$ cat config.mk
export PLATFORM = sky130hd
export DESIGN_NAME = jtag_bpr
export DESIGN_NICKNAME = d
export VERILOG_FILES = /design/src/rtl/jtag_bpr.sv
export SDC_FILE = /design/constraint.sdc
export NUM_CORES = 1
export LEC_CHECK = 0
export CAP_MARGIN = 0
export CORE_MARGIN = 4
export CORE_UTILIZATION = 41
export DETAILED_ROUTE_END_ITERATION = 16
export PLACE_DENSITY = 0.88
export SYNTH_ARGS = -nofsm -noshare
export SYNTH_HDL_FRONTEND = slang
export SYNTH_SLANG_ARGS = --single-unit
$ cat constraint.sdc
create_clock -name TCK -period 0.94 [get_ports TCK]
set_input_delay 0.235 -clock TCK [delete_from_list [all_inputs] [get_ports TCK]]
set_output_delay 0.235 -clock TCK [all_outputs]
set_load 0.05 [all_outputs]
$ cat src/rtl/jtag_bpr.sv
// jtag_bpr: JTAG BYPASS (1 bit) and IDCODE (ID_WIDTH bits) data registers
// sharing one TAP-facing signal group. The fields of the bprif bundle are
// carried as flat ports named after the bundle members.
module jtag_bpr #(
    parameter int                ID_WIDTH = 32,
    parameter logic [ID_WIDTH-1:0] IDCODE = 32'h1000_1003
) (
    input  logic                TCK,
    input  logic                TRST,
    input  logic                tdi,
    input  logic                shift_dr,
    input  logic                capture_dr,
    input  logic                bypass_sel,
    output logic                tdo,
    output logic [ID_WIDTH-1:0] code,
    output logic                bypass_q
);

    logic [ID_WIDTH-1:0] code_d, code_q;
    logic                byp_d, byp_q;

    // ID register: shifts toward tdo when selected, otherwise reloads the ID
    // every cycle, so capture and idle behave identically.
    always_comb begin
        code_d = IDCODE;
        if (shift_dr && !bypass_sel) begin
            code_d = {tdi, code_q[ID_WIDTH-1:1]};
        end
    end

    // BYPASS flop: shift takes priority over capture; otherwise it holds.
    always_comb begin
        byp_d = byp_q;
        if (shift_dr && bypass_sel) begin
            byp_d = tdi;
        end else if (capture_dr) begin
            byp_d = 1'b0;
        end
    end

    // State registers with synchronous active-high reset.
    always_ff @(posedge TCK) begin
        if (TRST) begin
            code_q <= '0;
            byp_q  <= 1'b0;
        end else begin
            code_q <= code_d;
            byp_q  <= byp_d;
        end
    end

    // Serial output is a plain mux of the register LSBs, no output stage.
    always_comb begin
        tdo = bypass_sel ? byp_q : code_q[0];
    end

    assign code     = code_q;
    assign bypass_q = byp_q;

endmodule

Word-level counts from Yosys, hierarchy flattened

Cells that the tools add are included.

Register bits: 33
Bits of input ports: 6
Output and inout port bits: 34

Muxes and demuxes: 4
Bitwise logic cells: 1
Reductions and logical operators: 5

Operators by type and width:

| kind              | count |
|---|---|
| $mux 29           | 1 |
| $mux 1            | 3 |
| $logic_and 1x1->1 | 2 |
| $reduce_bool 2->1 | 1 |
| $reduce_or 2->1   | 1 |
| $logic_not 1->1   | 1 |
| $not 1->1         | 1 |

Logic depth before layout (Yosys ltp)

Depth after elaboration: 4
Depth in mapped cells: 4

Worst setup path after synthesis

No wires, ideal clock.

Kind: register to output
From: register byp_q, in the netlist bypass_q
To: output tdo
Data arrival time: 1,049 ps
Data required time: 705 ps
Slack: -344 ps
Stages on the path, launching flop included: 2
Path buffers: 0
Cells stage by stage: dfxtp_1 -> mux2_2

Cells in the longest elaborated chain, start to end: 1

Ends and longest elaborated chain:

| element                  | line | text |
|---|---|---|
| start: declaration       | 20   | `logic byp_d, byp_q;` |
| start signal: assignment | 48   | `byp_q <= byp_d;` |
| $mux 1                   | 54   | `tdo = bypass_sel ? byp_q : code_q[0];` |
| end: declaration         | 14   | `output logic tdo,` |

Every way passes these cells.

Worst setup path in the final report

From: register code_q[0], in the netlist code[0]
To: output tdo

Cells in the longest elaborated chain, start to end: 1

Ends and longest elaborated chain:

| element                  | line | text |
|---|---|---|
| start: declaration       | 19   | `logic [ID_WIDTH-1:0] code_d, code_q;` |
| start signal: assignment | 47   | `code_q <= code_d;` |
| $mux 1                   | 54   |  |

Every way passes these cells.

==> report_table.html <==
<table>
<tr><th>Metric</th><th>Value</th></tr>
<tr><th colspan="2">Outcome</th></tr>
<tr><td>Status</td><td>finished with violations</td></tr>
<tr><td>Failing checks</td><td>negative setup slack</td></tr>
<tr><th colspan="2">Clocking</th></tr>
<tr><td>Clock transition at the registers of the reported paths</td><td>between 0.1 and 0.15 ns</td></tr>
<tr><td>Number of buffers inserted during clock tree synthesis</td><td>5</td></tr>
<tr><td>Quantity of hold-fixing buffers added after cts</td><td>0</td></tr>
<tr><td>Clock latency on the worst-skew pair</td><td>about 0.34 ns</td></tr>
<tr><td>CTS tree</td><td>done</td></tr>
<tr><td>H-tree depth</td><td>2</td></tr>
<tr><td>Buffer type at the clock tree root</td><td>sky130_fd_sc_hd__clkbuf_4</td></tr>
<tr><td>TritonCTS Sinks</td><td>33</td></tr>
<tr><td>Number of buffers between clock root and the deepest sink</td><td>2</td></tr>
<tr><th colspan="2">Placement</th></tr>
<tr><td>Number of port buffers</td><td>39</td></tr>
<tr><td>HPWL after detailed placement</td><td>1.706 mm</td></tr>
<tr><td>Dpl cell area</td><td>1787 sq um</td></tr>
<tr><td>Routability Congestion</td><td>0.6626</td></tr>
<tr><th colspan="2">Detailed routing</th></tr>
<tr><td>Average wire length per cell after detail routing</td><td>20.56 um</td></tr>
<tr><td>Post-route ant nets</td><td>0</td></tr>
<tr><td>Final wirelength</td><td>between 3 and 4 mm</td></tr>
<tr><td>Total number of vias</td><td>just over 800</td></tr>
<tr><td>Total DRC errors in the routed layout</td><td>0</td></tr>
<tr><td>Drt initial violations</td><td>22</td></tr>
<tr><td>Router iterations before antenna repair</td><td>4</td></tr>
<tr><td>Detailed-route vias per instance</td><td>a little under 5</td></tr>
<tr><th colspan="2">Finish</th></tr>
<tr><td>Layout net count</td><td>146</td></tr>
<tr><td>Ratio of cells with drive above 1 in the final layout</td><td>84.40%</td></tr>
<tr><td>Multi-input gate area in the final layout</td><td>346.6 sq um</td></tr>
<tr><td>Number of inserted filler cells in the final layout</td><td>80</td></tr>
<tr><td>Most frequent cells in the layout</td><td>sky130_fd_sc_hd__buf_12 (34), sky130_fd_sc_hd__dfxtp_2 (29), sky130_fd_sc_hd__and2_4 (16), sky130_fd_sc_hd__buf_4 (12), sky130_fd_sc_hd__nor2_1 (8)</td></tr>
<tr><td>Most common cell after layout, fill and taps aside</td><td>sky130_fd_sc_hd__buf_12</td></tr>
<tr><td>Footprint of the flip-flops and latches</td><td>approximately 710 sq um</td></tr>
<tr><td>End-of-flow core utilization</td><td>88.18%</td></tr>
<tr><td>Non-Filler Cell Area, Final</td><td>2007 sq um</td></tr>
<tr><td>Antenna cells</td><td>0</td></tr>
<tr><td>Area grow syn2layout</td><td>99.25%</td></tr>
<tr><th colspan="2">Global route</th></tr>
<tr><td>Total Routing Usage GR</td><td>between 20% and 30%</td></tr>
<tr><td>GRT overflow</td><td>0</td></tr>
<tr><td>First-pass GRT wire length</td><td>4.767 mm</td></tr>
<tr><td>Number of global-route vias before repair</td><td>884</td></tr>
<tr><td>Antenna violations before repair</td><td>0</td></tr>
<tr><td>Maximum number of pins on one net before global-route repair</td><td>11</td></tr>
<tr><th colspan="2">Setup path</th></tr>
<tr><td>Critical path startpoint category</td><td>flip-flop</td></tr>
<tr><td>Worst setup path category</td><td>reg -&gt; out</td></tr>
<tr><td>Critical Path AT</td><td>1.14 ns</td></tr>
<tr><td>Register-to-register path setup slack</td><td>0.07 ns</td></tr>
<tr><td>Worst reg2reg startpoint</td><td>bypass_q</td></tr>
<tr><td>Critical path peak fanout</td><td>2</td></tr>
<tr><td>Cell with the biggest individual delay on the critical path</td><td>sky130_fd_sc_hd__dfxtp_4</td></tr>
<tr><td>Crit end category</td><td>primary output</td></tr>
<tr><td>Cells along the critical path</td><td>mux2_4 &gt; buf_6</td></tr>
<tr><td>Slowest Stage Delay on Critical Path</td><td>0.37 ns</td></tr>
<tr><td>Critical R2R Capture</td><td>bypass_q</td></tr>
<tr><td>Worst reg2reg path depth</td><td>4</td></tr>
<tr><td>CP Data Required Time</td><td>0.70 ns</td></tr>
<tr><th colspan="2">Floorplanning</th></tr>
<tr><td>Initial standard-cell utilization of the core</td><td>about 44%</td></tr>
<tr><td>Std-Cell Rows</td><td>17</td></tr>
<tr><td>Die area</td><td>3314 sq um</td></tr>
<tr><td>Boundary Pins</td><td>40</td></tr>
<tr><td>Placeable Area</td><td>2276 sq um</td></tr>
<tr><td>Die height</td><td>57.57 um</td></tr>
<tr><td>Die width</td><td>about 58 um</td></tr>
<tr><th colspan="2">Synth</th></tr>
<tr><td>Synth top area share</td><td>65.59%</td></tr>
<tr><td>Cell taking the most area after synthesis</td><td>sky130_fd_sc_hd__dfxtp_1</td></tr>
<tr><td>Average cell area after synthesis</td><td>12.91 sq um</td></tr>
<tr><td>Number of synthesized register bits</td><td>33</td></tr>
<tr><td>Cells after synthesis</td><td>78</td></tr>
<tr><td>Post-Synthesis Net Count</td><td>84</td></tr>
<tr><td>Top post-synthesis cells by area</td><td>sky130_fd_sc_hd__dfxtp_1 (66%), sky130_fd_sc_hd__and2_4 (12%), sky130_fd_sc_hd__and2_2 (6.0%), sky130_fd_sc_hd__and2_1 (3.7%), sky130_fd_sc_hd__buf_8 (3.0%)</td></tr>
<tr><td>Sequential element share of the synthesized area</td><td>65.59%</td></tr>
<tr><td>Synth unique cells</td><td>13</td></tr>
<tr><td>Yosys warning count</td><td>0</td></tr>
<tr><td>Mapped cell area</td><td>1007 sq um</td></tr>
<tr><th colspan="2">Power</th></tr>
<tr><td>Net switching power of the design</td><td>678.9 uW</td></tr>
<tr><td>Part of the power in registers</td><td>54.8%</td></tr>
<tr><td>Overall power of the completed layout</td><td>2.604 mW</td></tr>
<tr><td>Worst vdd ir</td><td>1.533 mV</td></tr>
<tr><td>Switching power as a share of total power</td><td>26.07%</td></tr>
<tr><td>Combinational share of power</td><td>11.7%</td></tr>
<tr><td>Clock network power share</td><td>33.5%</td></tr>
<tr><td>Internal power</td><td>between 1.5 and 2 mW</td></tr>
<tr><td>PwrDens</td><td>1297 nW/um^2</td></tr>
<tr><td>Static leakage power</td><td>0.8749 nW</td></tr>
<tr><th colspan="2">STA</th></tr>
<tr><td>Number of slew-limit violations in the final report</td><td>0</td></tr>
<tr><td>Final critical path time including I/O delays and setup</td><td>1.371 ns</td></tr>
<tr><td>Worst clock skew</td><td>0.01123 ns</td></tr>
<tr><td>Post-layout worst setup margin</td><td>-0.4306 ns</td></tr>
<tr><td>Final setup violation count</td><td>34</td></tr>
<tr><td>Pin slew with the least headroom to its limit</td><td>approximately 0.29 ns</td></tr>
<tr><td>Worst rel slew slack</td><td>around 81%</td></tr>
<tr><td>Setup total negative slack</td><td>-5.553 ns</td></tr>
<tr><td>Final worst hold slack</td><td>0.2971 ns</td></tr>
<tr><td>Max Clk Rate</td><td>729.6 MHz</td></tr>
<tr><td>Final Cycle Share</td><td>145.8%</td></tr>
<tr><td>RSZ-0062 raised after global routing</td><td>true</td></tr>
<tr><td>Count of endpoints failing hold in the final timing report</td><td>0</td></tr>
<tr><th colspan="2">Hold path</th></tr>
<tr><td>Worst min path class</td><td>in -&gt; reg</td></tr>
<tr><td>Startpoint of the tightest hold check path</td><td>bypass_sel</td></tr>
<tr><td>Number of cells on the worst hold path</td><td>4</td></tr>
<tr><td>Destination of the worst hold path</td><td>bypass_q</td></tr>
<tr><th colspan="2">Flow run</th></tr>
<tr><td>Max Cap Violations</td><td>0</td></tr>
</table>
==> layout make-up <==
class	instances	area share, %
clock buffer	8	2.930
tap	28	1.746
timing repair buffer	55	42.58
multi-input combinational	45	17.27
sequential	33	35.47
==> worst max path at each step <==
stage | from | end | slack (ns) | cells after the start
global placement | bypass_sel | code[24] | -0.54 | 5
floorplan | code[0] | tdo | -0.04 | 1
global route | code[0] | tdo | -0.46 | 2
detailed placement | bypass_sel | code[11] | -0.62 | 5
CTS | code[0] | tdo | -0.40 | 2
finish | code[0] | tdo | -0.43 | 2
==> registers in the layout, summed over array words and instances (netlist names) <==
name	flops
bypass_q	1
code	32
==> synth_stat cells <==
| cell | n |
|---|---|
| sky130_fd_sc_hd__nand3b_1 | 1 |
| sky130_fd_sc_hd__nand2_1 | 1 |
| sky130_fd_sc_hd__mux2_2 | 1 |
| sky130_fd_sc_hd__nand3_1 | 1 |
| sky130_fd_sc_hd__and2_1 | 6 |
| sky130_fd_sc_hd__and2_2 | 8 |
| sky130_fd_sc_hd__dfxtp_1 | 33 |
| sky130_fd_sc_hd__nor2_8 | 1 |
| sky130_fd_sc_hd__nor2_1 | 8 |
| sky130_fd_sc_hd__buf_8 | 2 |
| sky130_fd_sc_hd__nand2b_4 | 1 |
| sky130_fd_sc_hd__a21oi_1 | 1 |
| sky130_fd_sc_hd__and2_4 | 14 |
==> layer usage <==
| layer | up-vias | share of wire, % | GRT usage [%] |
|---|---|---|---|
| li1 | 367 | - | - |
| met1 | 390 | 35 | 21.03 |
| met2 | 41 | 52 | 34.52 |
| met3 | 15 | 9.4 | 10.18 |
| met4 | 0 | 3.7 | 7.285 |
| met5 | - | 0 | 0 |
==> critical path: cells and delay by family (launching register included) <==
kind	cells	cell delay [ns]
buffers and inverters	1	0.15
DFF	1	0.37
muxes	1	0.27
==> power groups by stage <==
stage / combinational [mW] / sequential (mW) / clock [mW]
final: 0.306 / 1.43 / 0.871
after global routing: 0.316 / 1.43 / 0.911
after CTS: 0.293 / 1.43 / 0.805
after detailed placement: 0.249 / 1.46 / 0
after global placement: 0.241 / 1.46 / 0
after floorplan: 0.0611 / 1.51 / 0
==> stage by stage <==
stage | cells | setup slack, ns
2_1_floorplan | 78 | -0.04161
3_3_place_gp | 149 | -0.5394
3_5_place_dp | 149 | -0.6233
4_1_cts | 165 | -0.4019
5_1_grt | 169 | -0.4613
6_report | 169 | -0.4306
==> what timing repair did <==
| action | 4_1_cts | 5_1_grt |
|---|---|---|
| gates cloned | 2 | 0 |
| gates resized for setup | 40 | 9 |
| setup endpoints to repair | 66 | 50 |
| pin swaps | 6 | 1 |
| setup buffers | 6 | 6 |
| endpoints found under the hold margin | 0 | 0 |
==> cell families (layout without fill, tap and decap cells) <==
| kind of cell | after synthesis | after routing | synth area share [%] |
|---|---|---|---|
| AO/OA/AOI/OAI | 1 | 1 | 0.4964 |
| buffers and inverters | 2 | 63 | 2.981 |
| flip-flops | 33 | 33 | 65.59 |
| multiplexers | 1 | 1 | 1.118 |
| AND/OR/NAND/NOR | 41 | 43 | 29.81 |
No activity file was read; power rests on OpenSTA's default activity.
==> patch (config.mk and constraints unchanged) <==
Make the reset (`TRST`) asynchronous in one clocked block. Comments in the files are not updated.
--- a/src/rtl/jtag_bpr.sv
+++ b/src/rtl/jtag_bpr.sv
@@ -41,3 +41,3 @@
     // State registers with synchronous active-high reset.
-    always_ff @(posedge TCK) begin
+    always_ff @(posedge TCK or posedge TRST) begin
         if (TRST) begin
Check against the original RTL: differs if TRST is asserted again (counterexample within 4 cycles, from zero or initial values and one cycle with TRST high); with TRST held inactive, the same outputs for 10 cycles.
==> patch against the unedited design <==
The run still ends with negative setup slack left. Setup slack worse by 0.043 ns. Routed wire length down 18%. Highest routed layer unchanged. Combinational power up 16%. Power down 0.59%. Sequential cell count unchanged. Synthesized area up 10%. Largest cell class unchanged. Largest power group unchanged. Cell area up 4.1%.
==> patch: results (changes against the unedited design) <==
Global-route wire length before repair: 4130 um (-13%)
Seq/Total Area, Yosys: 0.744 (+0.0882)
Leakage Power: 1.00 nW (+14%)
Largest net degree at the start of global routing: 34 (+23)
Pre-antenna DRT Iters: 2 (-2)
Synth unique cells: 9 (-4)
Number of global-route vias before repair: 802 (-9.3%)
Final setup viols: 35 (+2.9%)
Syn_area_per_cell: 15.0 um^2 (+16%)
Setup TNS: -8.04 ns (-2.49 ns)
Pre-CTS setup slack: -0.519 ns (+0.104 ns)
Fillcell total: 140 (+75%)
Placed insts: 145 (-2.7%)
Failing checks: negative setup slack
Setup ws final: -0.474 ns (-0.0431 ns)
Max VDD drop: 1150 uV (-25%)
Synthesized Nets: 80 (-4.8%)
Detail Placement HPWL: 1800 um (+5.8%)
Main area contributors after synthesis: dfrtp_1 (74%), and2_1 (16%), buf_6 (3.0%)
Worst EP arrival: 1.18 ns (+0.04 ns)
Post-synth ARST share: 1.00 (+1.00)
Routed WL: 2840 um (-18%)
Share of cells above drive strength 1: 0.485 (-0.359)
Avg WL per Cell: 17.6 um (-15%)
Predominant post-synthesis flop cell: dfrtp_1
Via density: 4.53 (-5.8%)
Max-slew headroom: 0.853 (+0.0443)
Post-synth top cells: dfrtp_1 (33), and2_1 (28), nand2b_1 (4)
Gpl congestion: 0.672 (+1.4%)
Status: finished with violations
-- patch: cell families after synthesis --
kind of cell | share of synthesized area
and+or+nand+nor | 0.202
DFF | 0.744
muxes | 0.0203
buffers and inverters | 0.0338
-- patch: area by class of cell --
class | instances | area share
clock buffer | 5 | 0.0180
clock inverter | 3 | 0.00839
inverter | 1 | 0.00359
multi-input combinational | 37 | 0.126
sequential | 33 | 0.397
tap | 30 | 0.0180
timing repair buffer | 53 | 0.429
-- patch: repair_timing --
item                       in CTS  in global routing
setup endpoints to repair      67                 56
gates cloned                    0                  2
setup buffers                   5                  3
gates resized for setup         4                  5
-- patch: per-stage QoR --
step / hold WS, ns / total power, mW / area (um^2)
finish: 0.263 / 2.59 / 2090
global route: 0.264 / 2.73 / 2090
CTS: 0.255 / 2.60 / 2010
detailed placement: 0.525 / 1.81 / 1910
global placement: 0.519 / 1.80 / 1910
floorplan: 0.170 / 1.64 / 1120
-- patch: metal layers --
| metal | routed length, um | vias to the layer above | GRT usage |
|---|---|---|---|
| met5 | 0 | - | 0 |
| met3 | 270 | 5 | 0.0756 |
| met1 | 1030 | 363 | 0.194 |
| met2 | 1490 | 30 | 0.261 |
| li1 | - | 336 | - |
| met4 | 53 | 0 | 0.104 |
-- patch: final timing paths --
check	startpoint	end	slack (ns)	depth (start not counted)
max reg2reg	bypass_q	bypass_q	-0.06	3
min in group TCK	shift_dr	bypass_q	0.28	3
min	TRST	code[5]	0.26	3
min reg2reg	code[2]	code[1]	0.55	1
max	code[0]	tdo	-0.47	2
max in group asynchronous	TRST	bypass_q	0.50	3
-- patch: power breakdown --
group          switching [mW]  internal, mW  total, mW
Clock                   0.490         0.282      0.771
Combinational           0.177         0.178      0.355
Sequential             0.0223          1.44       1.46
Total                   0.689          1.90       2.59
-- patch: critical path, stage by stage, from the launching register on --
cell	delay, ns
dfrtp_2	0.42
mux2_4	0.27
buf_6	0.15
